==> src/rtl/alu_seq_if.sv <==
// alu_seq_if: request/response bundle for alu_seq.
//   Request : in_valid, in_ready, oc, a, b
//   Response: out_valid, out_ready, f, r, z, n, c, v, dz
//   master = requester/consumer side, slave = alu_seq side.
interface alu_seq_if #(
  parameter int unsigned DATA_WIDTH = 16
);
  logic                  in_valid;
  logic                  in_ready;
  logic [2:0]            oc;
  logic [DATA_WIDTH-1:0] a;
  logic [DATA_WIDTH-1:0] b;
  logic                  out_valid;
  logic                  out_ready;
  logic [DATA_WIDTH-1:0] f;
  logic [DATA_WIDTH-1:0] r;
  logic                  z;
  logic                  n;
  logic                  c;
  logic                  v;
  logic                  dz;

  modport master (
    output in_valid, oc, a, b, out_ready,
    input  in_ready, out_valid, f, r, z, n, c, v, dz
  );

  modport slave (
    input  in_valid, oc, a, b, out_ready,
    output in_ready, out_valid, f, r, z, n, c, v, dz
  );
endinterface

==> src/rtl/alu_seq.sv <==
// alu_seq: handshaked multi-cycle 8-op ALU with iterative restoring divider.
//   clk  : clock, rising edge
//   rst  : asynchronous active-high reset
//   bus  : alu_seq_if.slave (in_valid/in_ready/oc/a/b request,
//          out_valid/out_ready/f/r/z/n/c/v/dz response)
// Optional feature macro: ALU_SEQ_REMAINDER_EN (drives DIV remainder on r).
// Every op spends one cycle in DONE with out_valid low while the result is
// computed from the latched operands and registered; DIV first spends
// DATA_WIDTH cycles in the DIV state producing one quotient bit per cycle.
module alu_seq #(
  parameter int unsigned DATA_WIDTH = 16
) (
  input  logic     clk,
  input  logic     rst,
  alu_seq_if.slave bus
);
  localparam int unsigned W  = DATA_WIDTH;
  localparam int unsigned W2 = 2 * DATA_WIDTH;
  localparam int unsigned CW = $clog2(DATA_WIDTH + 1);

  localparam logic [2:0] OP_ADD = 3'b000;
  localparam logic [2:0] OP_SUB = 3'b001;
  localparam logic [2:0] OP_MUL = 3'b010;
  localparam logic [2:0] OP_DIV = 3'b011;
  localparam logic [2:0] OP_NOT = 3'b100;
  localparam logic [2:0] OP_XOR = 3'b101;
  localparam logic [2:0] OP_OR  = 3'b110;

  typedef enum logic [1:0] {IDLE, DIV, DONE} state_t;

  state_t         state_q, state_d;
  logic [2:0]     oc_q, oc_d;
  logic [W-1:0]   a_q, a_d, b_q, b_d;
  logic [W-1:0]   acc_q, acc_d, quo_q, quo_d;
  logic [CW-1:0]  cnt_q, cnt_d;
  logic           in_ready_q, in_ready_d;
  logic           out_valid_q, out_valid_d;
  logic [W-1:0]   f_q, f_d, r_q, r_d;
  logic           z_q, z_d, n_q, n_d, c_q, c_d, v_q, v_d, dz_q, dz_d;

  // divider step
  logic [W:0]     rem_shift, trial;
  logic           trial_ok;

  // result of the latched operation
  logic [W:0]     sum, diff;
  logic [W2-1:0]  prod;
  logic [W-1:0]   res_f;
  logic           res_c, res_v, res_dz;
`ifdef ALU_SEQ_REMAINDER_EN
  logic [W-1:0]   res_r;
`endif

  // Restoring division: shift {acc,quo} left, keep the trial difference if it did not borrow.
  always_comb begin
    rem_shift = {acc_q, quo_q[W-1]};
    trial     = rem_shift - {1'b0, b_q};
    trial_ok  = ~trial[W];
  end

  // Result and flags from latched operands (DIV uses the finished divider state).
  always_comb begin
    sum    = {1'b0, a_q} + {1'b0, b_q};
    diff   = {1'b0, a_q} - {1'b0, b_q};
    prod   = W2'(a_q) * W2'(b_q);
    res_f  = '0;
    res_c  = 1'b0;
    res_v  = 1'b0;
    res_dz = 1'b0;
`ifdef ALU_SEQ_REMAINDER_EN
    res_r  = '0;
`endif
    case (oc_q)
      OP_ADD: begin
        res_f = sum[W-1:0];
        res_c = sum[W];
        res_v = (a_q[W-1] == b_q[W-1]) && (sum[W-1] != a_q[W-1]);
      end
      OP_SUB: begin
        res_f = diff[W-1:0];
        res_c = diff[W];
        res_v = (a_q[W-1] != b_q[W-1]) && (diff[W-1] != a_q[W-1]);
      end
      OP_MUL: begin
        res_f = prod[W-1:0];
        res_c = |prod[W2-1:W];
      end
      OP_DIV: begin
        if (b_q == '0) begin
          res_dz = 1'b1;
        end else begin
          res_f = quo_q;
`ifdef ALU_SEQ_REMAINDER_EN
          res_r = acc_q;
`endif
        end
      end
      OP_NOT:  res_f = ~a_q;
      OP_XOR:  res_f = a_q ^ b_q;
      OP_OR:   res_f = a_q | b_q;
      default: res_f = a_q & b_q;
    endcase
  end

  // State register.
  always_ff @(posedge clk or posedge rst) begin
    if (rst) state_q <= IDLE;
    else     state_q <= state_d;
  end

  // Next state, datapath and registered outputs.
  always_comb begin
    state_d     = state_q;
    oc_d        = oc_q;
    a_d         = a_q;
    b_d         = b_q;
    acc_d       = acc_q;
    quo_d       = quo_q;
    cnt_d       = cnt_q;
    out_valid_d = out_valid_q;
    f_d         = f_q;
    r_d         = r_q;
    z_d         = z_q;
    n_d         = n_q;
    c_d         = c_q;
    v_d         = v_q;
    dz_d        = dz_q;
    case (state_q)
      IDLE: begin
        if (bus.in_valid) begin
          oc_d = bus.oc;
          a_d  = bus.a;
          b_d  = bus.b;
          if (bus.oc == OP_DIV && bus.b != '0) begin
            acc_d   = '0;
            quo_d   = bus.a;
            cnt_d   = CW'(W);
            state_d = DIV;
          end else begin
            state_d = DONE;
          end
        end
      end
      DIV: begin
        acc_d = trial_ok ? trial[W-1:0] : rem_shift[W-1:0];
        quo_d = {quo_q[W-2:0], trial_ok};
        cnt_d = cnt_q - CW'(1);
        if (cnt_q == CW'(1)) state_d = DONE;
      end
      DONE: begin
        if (!out_valid_q) begin
          out_valid_d = 1'b1;
          f_d  = res_f;
`ifdef ALU_SEQ_REMAINDER_EN
          r_d  = res_r;
`else
          r_d  = '0;
`endif
          z_d  = (res_f == '0);
          n_d  = res_f[W-1];
          c_d  = res_c;
          v_d  = res_v;
          dz_d = res_dz;
        end else if (bus.out_ready) begin
          out_valid_d = 1'b0;
          state_d     = IDLE;
        end
      end
      default: state_d = IDLE;
    endcase
    in_ready_d = (state_d == IDLE);
  end

  // Datapath and output registers.
  always_ff @(posedge clk or posedge rst) begin
    if (rst) begin
      oc_q        <= '0;
      a_q         <= '0;
      b_q         <= '0;
      acc_q       <= '0;
      quo_q       <= '0;
      cnt_q       <= '0;
      in_ready_q  <= 1'b1;
      out_valid_q <= 1'b0;
      f_q         <= '0;
      r_q         <= '0;
      z_q         <= 1'b0;
      n_q         <= 1'b0;
      c_q         <= 1'b0;
      v_q         <= 1'b0;
      dz_q        <= 1'b0;
    end else begin
      oc_q        <= oc_d;
      a_q         <= a_d;
      b_q         <= b_d;
      acc_q       <= acc_d;
      quo_q       <= quo_d;
      cnt_q       <= cnt_d;
      in_ready_q  <= in_ready_d;
      out_valid_q <= out_valid_d;
      f_q         <= f_d;
      r_q         <= r_d;
      z_q         <= z_d;
      n_q         <= n_d;
      c_q         <= c_d;
      v_q         <= v_d;
      dz_q        <= dz_d;
    end
  end

  assign bus.in_ready  = in_ready_q;
  assign bus.out_valid = out_valid_q;
  assign bus.f         = f_q;
  assign bus.r         = r_q;
  assign bus.z         = z_q;
  assign bus.n         = n_q;
  assign bus.c         = c_q;
  assign bus.v         = v_q;
  assign bus.dz        = dz_q;
endmodule

==> src/flat_wrapper.sv <==
// flat-port wrapper written by rule: the top's interface ports become plain ports
module alu_seq_flat 
#(
  parameter int unsigned DATA_WIDTH = 16
)
  (clk, rst, bus_in_valid, bus_oc, bus_a, bus_b, bus_out_ready, bus_in_ready, bus_out_valid, bus_f, bus_r, bus_z, bus_n, bus_c, bus_v, bus_dz);
  alu_seq_if #(.DATA_WIDTH(DATA_WIDTH)) bus_i ();
  input  logic clk;
  input  logic rst;
  input wire logic [$bits(bus_i.in_valid)-1:0] bus_in_valid;
  input wire logic [$bits(bus_i.oc)-1:0] bus_oc;
  input wire logic [$bits(bus_i.a)-1:0] bus_a;
  input wire logic [$bits(bus_i.b)-1:0] bus_b;
  input wire logic [$bits(bus_i.out_ready)-1:0] bus_out_ready;
  output wire logic [$bits(bus_i.in_ready)-1:0] bus_in_ready;
  output wire logic [$bits(bus_i.out_valid)-1:0] bus_out_valid;
  output wire logic [$bits(bus_i.f)-1:0] bus_f;
  output wire logic [$bits(bus_i.r)-1:0] bus_r;
  output wire logic [$bits(bus_i.z)-1:0] bus_z;
  output wire logic [$bits(bus_i.n)-1:0] bus_n;
  output wire logic [$bits(bus_i.c)-1:0] bus_c;
  output wire logic [$bits(bus_i.v)-1:0] bus_v;
  output wire logic [$bits(bus_i.dz)-1:0] bus_dz;
  assign bus_i.in_valid = bus_in_valid;
  assign bus_i.oc = bus_oc;
  assign bus_i.a = bus_a;
  assign bus_i.b = bus_b;
  assign bus_i.out_ready = bus_out_ready;
  assign bus_in_ready = bus_i.in_ready;
  assign bus_out_valid = bus_i.out_valid;
  assign bus_f = bus_i.f;
  assign bus_r = bus_i.r;
  assign bus_z = bus_i.z;
  assign bus_n = bus_i.n;
  assign bus_c = bus_i.c;
  assign bus_v = bus_i.v;
  assign bus_dz = bus_i.dz;
  alu_seq #(.DATA_WIDTH(DATA_WIDTH)) u_core (.clk(clk), .rst(rst), .bus(bus_i));
endmodule
==> config.mk <==
export PLATFORM = sky130hd
export DESIGN_NAME = alu_seq_flat
export DESIGN_NICKNAME = d
export VERILOG_FILES = /design/src/rtl/alu_seq_if.sv /design/src/rtl/alu_seq.sv /design/src/flat_wrapper.sv
export SDC_FILE = /design/constraint.sdc
export NUM_CORES = 1
export LEC_CHECK = 0
export ABC_AREA = 1
export CAP_MARGIN = 20
export CELL_PAD_IN_SITES_DETAIL_PLACEMENT = 1
export CELL_PAD_IN_SITES_GLOBAL_PLACEMENT = 2
export CORE_MARGIN = 4
export CORE_UTILIZATION = 39
export CTS_CLUSTER_SIZE = 12
export DETAILED_ROUTE_END_ITERATION = 7
export PLACE_DENSITY = 0.89
export RECOVER_POWER = 50
export SETUP_SLACK_MARGIN = 0.5
export SLEW_MARGIN = 10
export SYNTH_ARGS = -nofsm -noshare
export SYNTH_HDL_FRONTEND = slang
export SYNTH_SLANG_ARGS = --single-unit
==> constraint.sdc <==
create_clock -name clk -period 9.2 [get_ports clk]
set_input_delay 2.76 -clock clk [delete_from_list [all_inputs] [get_ports clk]]
set_output_delay 2.76 -clock clk [all_outputs]
set_load 0.005 [all_outputs]
==> results of run 1 <==
## cell families after synthesis
kind of cell / Yosys count / share of synthesized area
xor+xnor: 21 / 0.0106
flops: 96 / 0.138
compound gates: 222 / 0.0748
buf+inv: 679 / 0.158
other cells: 1 / 0.000216
fa+ha+maj: 367 / 0.349
simple gates: 1114 / 0.269
## cell usage after synthesis (3+ instances only)
library cell  count  area [um2]
and2_1            5        31.3
xor2_1           10        87.6
o22ai_1          17         106
buf_4            27         203
nand4_1          22         138
a21oi_1          76         380
o21bai_1          7        52.6
inv_1           534        2000
o21ai_1           5        25.0
o21a_1            3        22.5
clkbuf_1         60         225
buf_6             9         101
a221oi_1          9        78.8
buf_2            23         115
inv_2            20        75.1
nand2_1         738        2770
xnor2_1          11        96.3
nor2_2           10        62.6
or2_2             4        25.0
fa_1            197        3940
nand3b_1         12        90.1
dfrtp_1          95        2380
nand2_2           8        50.1
o221ai_1          3        26.3
o211ai_1         17         128
nor2_1          148         556
o21ai_2           3        26.3
a21oi_2           5        43.8
o21ai_0          68         340
ha_1            170        2130
nand3_1         132         661
nor2_4            3        33.8
nor4_1            6        37.5
buf_1             3        11.3
nand3_2           7        70.1
nor3_1           10        50.1
o31ai_1           3        22.5
## flip-flops by register name (all words and copies together) (netlist names)
| register | flops |
|---|---|
| u_core.a_q | 16 |
| u_core.acc_q | 16 |
| u_core.b_q | 16 |
| u_core.quo_q | 16 |
| u_core.bus.f | 15 |
| u_core.cnt_q | 5 |
| u_core.oc_q | 3 |
| u_core.state_q | 2 |
| u_core.bus.c | 1 |
| u_core.bus.dz | 1 |
| u_core.bus.in_ready | 1 |
| u_core.bus.n | 1 |
| u_core.bus.out_valid | 1 |
| u_core.bus.v | 1 |
| u_core.bus.z | 1 |
## placed cells by master (no fill, tap or decap), types with 26 or more instances in the layout
cell               n
a21oi_1           77
clkdlybuf4s50_1   35
dfrtp_1           95
dlygate4sd3_1     26
fa_1             197
ha_1             170
inv_1            533
nand2_1          738
nand3_1          132
nor2_1           148
o21ai_0           70
## worst min-delay path: cells and delay by family, from the launching register on
| kind | cells | cell delay [ps] |
|---|---|---|
| and+or+nand+nor | 2 | 110 |
| DFF | 1 | 350 |
## metal layers
metal	wire [um]	up-vias
li1	-	7461
met1	26900	7881
met2	29800	342
met3	2230	93
met4	1990	0
met5	0	-
## through the flow
step	utilization	cell area, um2
after floorplan	-	17400
after global routing	0.420	18500
after detailed placement	0.413	18200
after CTS	0.420	18500
final	0.420	18500
after global placement	0.413	18200
## worst max-delay path by stage
stage	startpoint	endpoint	slack, ps	cells after the start
final	rst	u_core.acc_q[2]$_DFFE_PP0P_	1900	3
after global routing	rst	u_core.acc_q[3]$_DFFE_PP0P_	1110	3
after CTS	u_core.a_q[6]$_DFFE_PP0P_	u_core.bus.c$_DFFE_PP0P_	2400	27
after detailed placement	u_core.b_q[1]$_DFFE_PP0P_	u_core.bus.c$_DFFE_PP0P_	2380	26
after global placement	u_core.a_q[11]$_DFFE_PP0P_	u_core.bus.c$_DFFE_PP0P_	2400	26
after floorplan	u_core.b_q[1]$_DFFE_PP0P_	u_core.bus.c$_DFFE_PP0P_	3480	28
## area by class of cell
| type | count | area (um2) | share of cell area |
|---|---|---|---|
| clock buffers | 9 | 225 | 0.0122 |
| clock inverters | 7 | 81.3 | 0.00439 |
| inverters | 557 | 2090 | 0.113 |
| multi-input cells | 1740 | 12300 | 0.663 |
| flip-flops and latches | 96 | 2400 | 0.130 |
| well taps | 592 | 741 | 0.0400 |
| repair buffers | 74 | 701 | 0.0378 |
==> results.cfg, run 1 <==
[status]
status = complete, but fails checks
violations = capacitance limit, slew limit

[cts]
cts-root-buf = clkbuf_16
cts_buffers = 9
clkLatencyLatePin_ps = 390
clk_pin_slew_worst_paths_ps = 80
cts_sinks = 96
cts_setup_buffers = 0
ctsResizeCount = 0
holdBufCountCts = 0
cts_tree = built
cts.htree.levels = 3
cts_buffer_depth = 2

[critical_path]
crit_type = in -> async
required_ps = 8860
worstPathMaxFanout = 61
path_delay_family = buffers and inverters
reg2reg_to = u_core.bus.c$_DFFE_PP0P_
timing.rr.start = u_core.a_q[11]$_DFFE_PP0P_
start_kind = input pin
crit_slowest_cell = clkbuf_1
cp.arrival_ps = 6960
critPathBufInv = 3
max_stage_delay_ps = 2610
rr_worst_depth = 26
cp-end-kind = asynchronous set/reset pin
rrSetupSlack_ps = 2230
path_cells = dlygate4sd3_1 > clkinvlp_2 > clkbuf_1

[timing]
setup_tns_ps = 0
setup-violations-final = 0
period_share = 0.793
clock_skew_ps = 17.3
hold_viol = 0
rsz0062_at_grt = no
worst_slew_pin_slew_ps = 3640
slew_headroom = -1.43
fin_crit_ps = 7300
finalMaxSlewViolations = 137
timing.fmax_mhz = 137
fin_ws_ps = 1900
whs_ps = 484

[global_route]
use_met2 = 0.455
busiest_layer = met2
grt_max_degree = 62
grt_remaining_overflow = 0
antenna_found_initial = 0
track_usage = 0.259
use_met3 = 0.0220
grt_pass1_wl_um = 96900
first_global_vias = 17400
use_met1 = 0.337

[die]
die_w_um = 219
core_area_um2 = 44100
die_h_um = 219
num_io_pins = 78
rows = 77
dieArea_um2 = 48000
start_util = 0.394

[detailed_routing]
num_vias = 15800
drc = 0
viasPerCell = 5.13
dr.pass1.iters = 5
wl_um = 60900
ant_nets = 0
drt_iter0_markers = 764
wl_per_cell_um = 19.8

[job]
cap_violations = 3

[synthesis]
ys_ff_latch = 96
ys.flop_type = dfrtp_1
postSynthCellCount = 2500
synth_edf_count = 0
synth-async-reset-ratio = 1.00
syn_avg_cell_area_um2 = 6.95
synth.cell_area_um2 = 17400
ys.warnings.count = 0
synth_cell_types = 53
yosysSeqAreaShare = 0.138

[placement]
gp_congestion = 0.946
post-place-cells = 3059
post-place-ws_ps = 2380
portBuffers = 61
dpl.hpwl_um = 50100

[worst_hold_path]
hold_class = reg -> reg
whs_endpoint = u_core.bus.f[14]$_DFFE_PP0P_
hold_start = u_core.bus.f[14]$_DFFE_PP0P_
whs_path_depth = 2

[finish]
areaGrowthSynthToFinish_pct = 6.60
nFillCells = 5790
drive_gt1_frac = 0.0379
fin_nets = 2884
finalNonFillerCells = 3075
n_antenna_cell = 0
Power of run 1 is left out: the tool's default activity adds up to more than one toggle a clock period on the data nets, which glitch-free logic cannot reach.
==> inputs of run 2 (changes only) <==
--- a/config.mk
+++ b/config.mk
@@ -10,10 +10,10 @@
 export CELL_PAD_IN_SITES_DETAIL_PLACEMENT = 1
 export CELL_PAD_IN_SITES_GLOBAL_PLACEMENT = 2
 export CORE_MARGIN = 4
-export CORE_UTILIZATION = 39
+export CORE_UTILIZATION = 33
 export CTS_CLUSTER_SIZE = 12
 export DETAILED_ROUTE_END_ITERATION = 7
-export PLACE_DENSITY = 0.89
+export PLACE_DENSITY = 0.8
 export RECOVER_POWER = 50
 export SETUP_SLACK_MARGIN = 0.5
 export SLEW_MARGIN = 10
==> constraint.sdc (replaced) <==
create_clock -name clk -period 6.5 [get_ports clk]
set_input_delay 1.95 -clock clk [delete_from_list [all_inputs] [get_ports clk]]
set_output_delay 1.95 -clock clk [all_outputs]
set_load 0.005 [all_outputs]
==> results.cfg, run 2 (same netlist as run 1, synthesis figures left out) <==
[status]
status = complete, but fails checks
violations = capacitance limit, slew limit

[timing]
fin_crit_ps = 5910
finalMaxSlewViolations = 100
timing.fmax_mhz = 169
setup-violations-final = 0
clock_skew_ps = 19.2
setup_tns_ps = 0
period_share = 0.910
slew_headroom = -0.929
worst_slew_pin_slew_ps = 2880
whs_ps = 485
hold_viol = 0
rsz0062_at_grt = yes

[global_route]
grt_pass1_wl_um = 102000
grt_remaining_overflow = 0
antenna_found_initial = 0
grt_max_degree = 62
first_global_vias = 17500
track_usage = 0.231

[cts]
cts_buffers = 9
holdBufCountCts = 0
cts_sinks = 96
clk_pin_slew_worst_paths_ps = 90
cts_tree = built
clkLatencyLatePin_ps = 380
cts-root-buf = clkbuf_16
cts_buffer_depth = 2
cts.htree.levels = 3

[critical_path]
cp-end-kind = flop
start_kind = flop
cp.arrival_ps = 6190
worstPathMaxFanout = 11
critPathBufInv = 1
path_cells = nand2_1 > fa_1 > fa_1 > fa_1 > fa_1 > fa_1 > fa_1 > inv_1 > ha_2 > nand2_4 > nor2_4 > and2_4 > nand4_1 > nand4_1 > nand2_1 > nor2_1 > nand2_1 > nor2_2 > nand2_2 > nand2_2 > nand2_1 > nand2_1 > nand2_1
crit_type = reg -> reg
required_ps = 6780
crit_slowest_cell = dfrtp_1
max_stage_delay_ps = 760
path_delay_family = adder cells

[die]
num_io_pins = 78
start_util = 0.336
dieArea_um2 = 56400
rows = 83
die_h_um = 237
die_w_um = 237
core_area_um2 = 51700

[finish]
fin_nets = 2955
layout_commonest_cell = nand2_1
areaGrowthSynthToFinish_pct = 13.6
stdcell_area_um2 = 19700
nFillCells = 6568
n_antenna_cell = 0
layout_common_cells = 705 x nand2_1, 530 x inv_1, 196 x fa_1, 152 x ha_1, 133 x nor2_1
drive_gt1_frac = 0.108

[placement]
dpl_cell_area_um2 = 18600
gp_congestion = 0.951
dpl.hpwl_um = 55200
portBuffers = 61

[detailed_routing]
drt_iter0_markers = 776
ant_nets = 0
drc = 0
wl_per_cell_um = 20.4
wl_um = 65800
dr.pass1.iters = 5
num_vias = 16000
viasPerCell = 4.96

[job]
cap_violations = 2

[worst_hold_path]
hold_class = reg -> reg
## run 2: changes by cell type in the layout (fill, tap and decap cells not counted), sizes merged
cell           before  now
clkbuf             11   14
clkdlybuf4s50      35   37
clkinvlp            1    2
buf                11   80
dlygate4sd3        26   24
inv               558  556
clkinv              4    3
bufinv              1    2
## run 2: final timing paths
| kind | startpoint | end | slack [ps] | cells after the start |
|---|---|---|---|---|
| setup / recovery | u_core.a_q[2]$_DFFE_PP0P_ | u_core.bus.c$_DFFE_PP0P_ | 590 | 23 |
| max in group asynchronous | rst | u_core.b_q[4]$_DFFE_PP0P_ | 1590 | 3 |
| min in group asynchronous | rst | u_core.bus.f[1]$_DFFE_PP0P_ | 2830 | 2 |
| setup reg to reg | u_core.a_q[2]$_DFFE_PP0P_ | u_core.bus.c$_DFFE_PP0P_ | 590 | 23 |
| hold / removal | u_core.bus.f[12]$_DFFE_PP0P_ | u_core.bus.f[12]$_DFFE_PP0P_ | 480 | 2 |
| hold reg to reg | u_core.bus.f[12]$_DFFE_PP0P_ | u_core.bus.f[12]$_DFFE_PP0P_ | 480 | 2 |
## run 2: layout make-up
class | instances | area [um2] | share of cell area
Clock buffer | 10 | 239 | 0.0121
Clock inverter | 6 | 96.3 | 0.00488
Inverter | 557 | 2090 | 0.106
Multi-Input combinational cell | 1740 | 12700 | 0.644
Sequential cell | 96 | 2440 | 0.124
Tap cell | 680 | 851 | 0.0431
Timing Repair Buffer | 145 | 1310 | 0.0662
## run 2: per-stage QoR
step | util | setup slack (ps) | std cells
detailed placement | 0.360 | 100 | 3187
global route | 0.382 | 346 | 3234
floorplan | - | 779 | 2515
CTS | 0.372 | 503 | 3218
global placement | 0.360 | 219 | 3187
finish | 0.382 | 587 | 3234
## run 2: worst register-to-register path, stage by stage, from the launching register on
cell	delay (ps)
dfrtp_1	760
nand2_1	210
fa_1	600
fa_1	460
fa_1	490
fa_1	530
fa_1	430
fa_1	490
inv_1	40
ha_2	390
nand2_4	90
nor2_4	140
and2_4	180
nand4_1	160
nand4_1	150
nand2_1	60
nor2_1	100
nand2_1	100
nor2_2	100
nand2_2	90
nand2_2	80
nand2_1	50
nand2_1	50
nand2_1	60
## run 2: repair_timing
item / in CTS / in global routing
pin swaps: 0 / 25
buffers inserted: 15 / 16
gates resized for setup: 50 / 104
endpoints found under the setup margin: 4 / 8
## run 2: routing by layer
layer / global-route usage / wire (um) / vias to the layer above
li1: - / - / 7611
met1: 0.303 / 29100 / 8027
met2: 0.407 / 32500 / 317
met3: 0.0171 / 2180 / 80
met4: 0.0704 / 2030 / 0
met5: 0 / 0 / -
Power of run 2 is left out for the same reason.
==> inputs of run 3 (changes only) <==
--- a/config.mk
+++ b/config.mk
@@ -13,6 +13,7 @@
 export CORE_UTILIZATION = 33
 export CTS_CLUSTER_SIZE = 12
 export DETAILED_ROUTE_END_ITERATION = 7
+export GPL_ROUTABILITY_DRIVEN = 0
 export PLACE_DENSITY = 0.8
 export RECOVER_POWER = 50
 export SETUP_SLACK_MARGIN = 0.5
==> results.cfg, run 3 (same netlist as run 1, synthesis figures left out) <==
[critical_path]
crit_type = reg -> reg
cp-end-kind = flop
critPathBufInv = 4
timing.rr.start = u_core.a_q[10]$_DFFE_PP0P_
required_ps = 6770
worst-path-stages = 26
rr_worst_depth = 26
start_kind = flop
max_stage_delay_ps = 550
crit_slowest_cell = fa_1
path_delay_family = adder cells
crit_path_start = u_core.a_q[10]$_DFFE_PP0P_
worstPathMaxFanout = 5
cp.arrival_ps = 6080

[global_route]
grt_pass1_wl_um = 97400
first_global_vias = 17300
grt_max_degree = 54
track_usage = 0.220
antenna_found_initial = 0
grt_remaining_overflow = 0

[finish]
fin_nets = 2970
finalCoreUtilization = 0.385
n_antenna_cell = 0
areaGrowthSynthToFinish_pct = 14.5
layout_common_cells = 691 x nand2_1, 522 x inv_1, 196 x fa_1, 151 x ha_1, 133 x nor2_1
nFillCells = 6563
drive_gt1_frac = 0.123
layout_commonest_cell = nand2_1

[detailed_routing]
viasPerCell = 4.95
wl_um = 63200
ant_nets = 0
dr.pass1.iters = 4
drt_iter0_markers = 738
num_vias = 16100
drc = 0
wl_per_cell_um = 19.4

[worst_hold_path]
hold_start = u_core.cnt_q[4]$_DFFE_PP0P_
hold_class = reg -> reg
whs_path_depth = 2

[die]
core_area_um2 = 51700
start_util = 0.336
dieArea_um2 = 56400
die_w_um = 237
die_h_um = 237
rows = 83
num_io_pins = 78

[timing]
clock_skew_ps = 12.5
whs_ps = 490
period_share = 0.893
setup_tns_ps = 0
slew_headroom = -0.740
setup-violations-final = 0
rsz0062_at_grt = yes
finalMaxSlewViolations = 93
hold_viol = 0
fin_crit_ps = 5800
timing.fmax_mhz = 172
worst_slew_pin_slew_ps = 2600

[cts]
holdBufCountCts = 0
cts_sinks = 96
clkLatencyLatePin_ps = 380
cts_tree = built
cts_buffer_depth = 2
cts_buffers = 9
cts.htree.levels = 3
cts-root-buf = clkbuf_16
clk_pin_slew_worst_paths_ps = 80

[placement]
portBuffers = 61
dpl.hpwl_um = 52700

[status]
status = complete, but fails checks
violations = capacitance limit, slew limit

[job]
cap_violations = 2
## run 3: worst paths after layout
kind                                                    end  slack, ps
worst max-delay path               u_core.bus.c$_DFFE_PP0P_        700
worst min-delay path            u_core.cnt_q[4]$_DFFE_PP0P_        490
worst max register to register     u_core.bus.c$_DFFE_PP0P_        700
worst min register to register  u_core.cnt_q[4]$_DFFE_PP0P_        490
max in group asynchronous         u_core.b_q[4]$_DFFE_PP0P_       1540
min in group asynchronous       u_core.cnt_q[2]$_DFFE_PP0P_       2740
## run 3: worst reg2reg max path, cell delays in order, from the launching register on
cell and delay, ps:
dfrtp_2 430, clkbuf_4 220, nand2_1 100, fa_1 460
fa_1 520, inv_1 50, fa_1 510, inv_1 60
fa_1 550, fa_1 430, fa_1 490, inv_1 40
ha_2 390, nand2_4 100, nor2_4 170, and2_4 190
nand4_1 150, nand4_1 130, nand2_1 70, nor2_2 120
nand2_1 60, nor2_1 100, nand2_1 90, nand2_2 120
nand2_2 50, nand2_1 50, nand2_1 50
## run 3: what timing repair did
action,4_1_cts,5_1_grt
setup buffers,8,37
gates resized for setup,54,137
gates cloned,0,0
endpoints found under the setup margin,5,7
pin swaps,3,40
## run 3: cell type report
type / count / area, um2 / share of cell area
multi-input combinational: 1740 / 12800 / 0.643
sequential: 96 / 2450 / 0.123
inverter: 557 / 2090 / 0.105
timing repair buffer: 160 / 1420 / 0.0713
tap: 680 / 851 / 0.0428
clock buffer: 10 / 239 / 0.0120
clock inverter: 6 / 50.0 / 0.00252
## run 3: per-layer routing
| layer | up-vias | GRT usage | part of all wire |
|---|---|---|---|
| met1 | 8035 | 0.281 | 0.44 |
| met4 | 0 | 0.0764 | 0.038 |
| met5 | - | 0 | 0 |
| li1 | 7651 | - | - |
| met2 | 307 | 0.388 | 0.49 |
| met3 | 96 | 0.0224 | 0.034 |
## run 3: per-stage QoR
stage | instances | setup slack (ps) | cell area [um2]
5_1_grt | 3249 | 422 | 19900
3_5_place_dp | 3188 | 183 | 18700
6_report | 3249 | 697 | 19900
4_1_cts | 3212 | 505 | 19200
2_1_floorplan | 2515 | 779 | 17400
3_3_place_gp | 3188 | 218 | 18700
Power of run 3 is left out for the same reason.
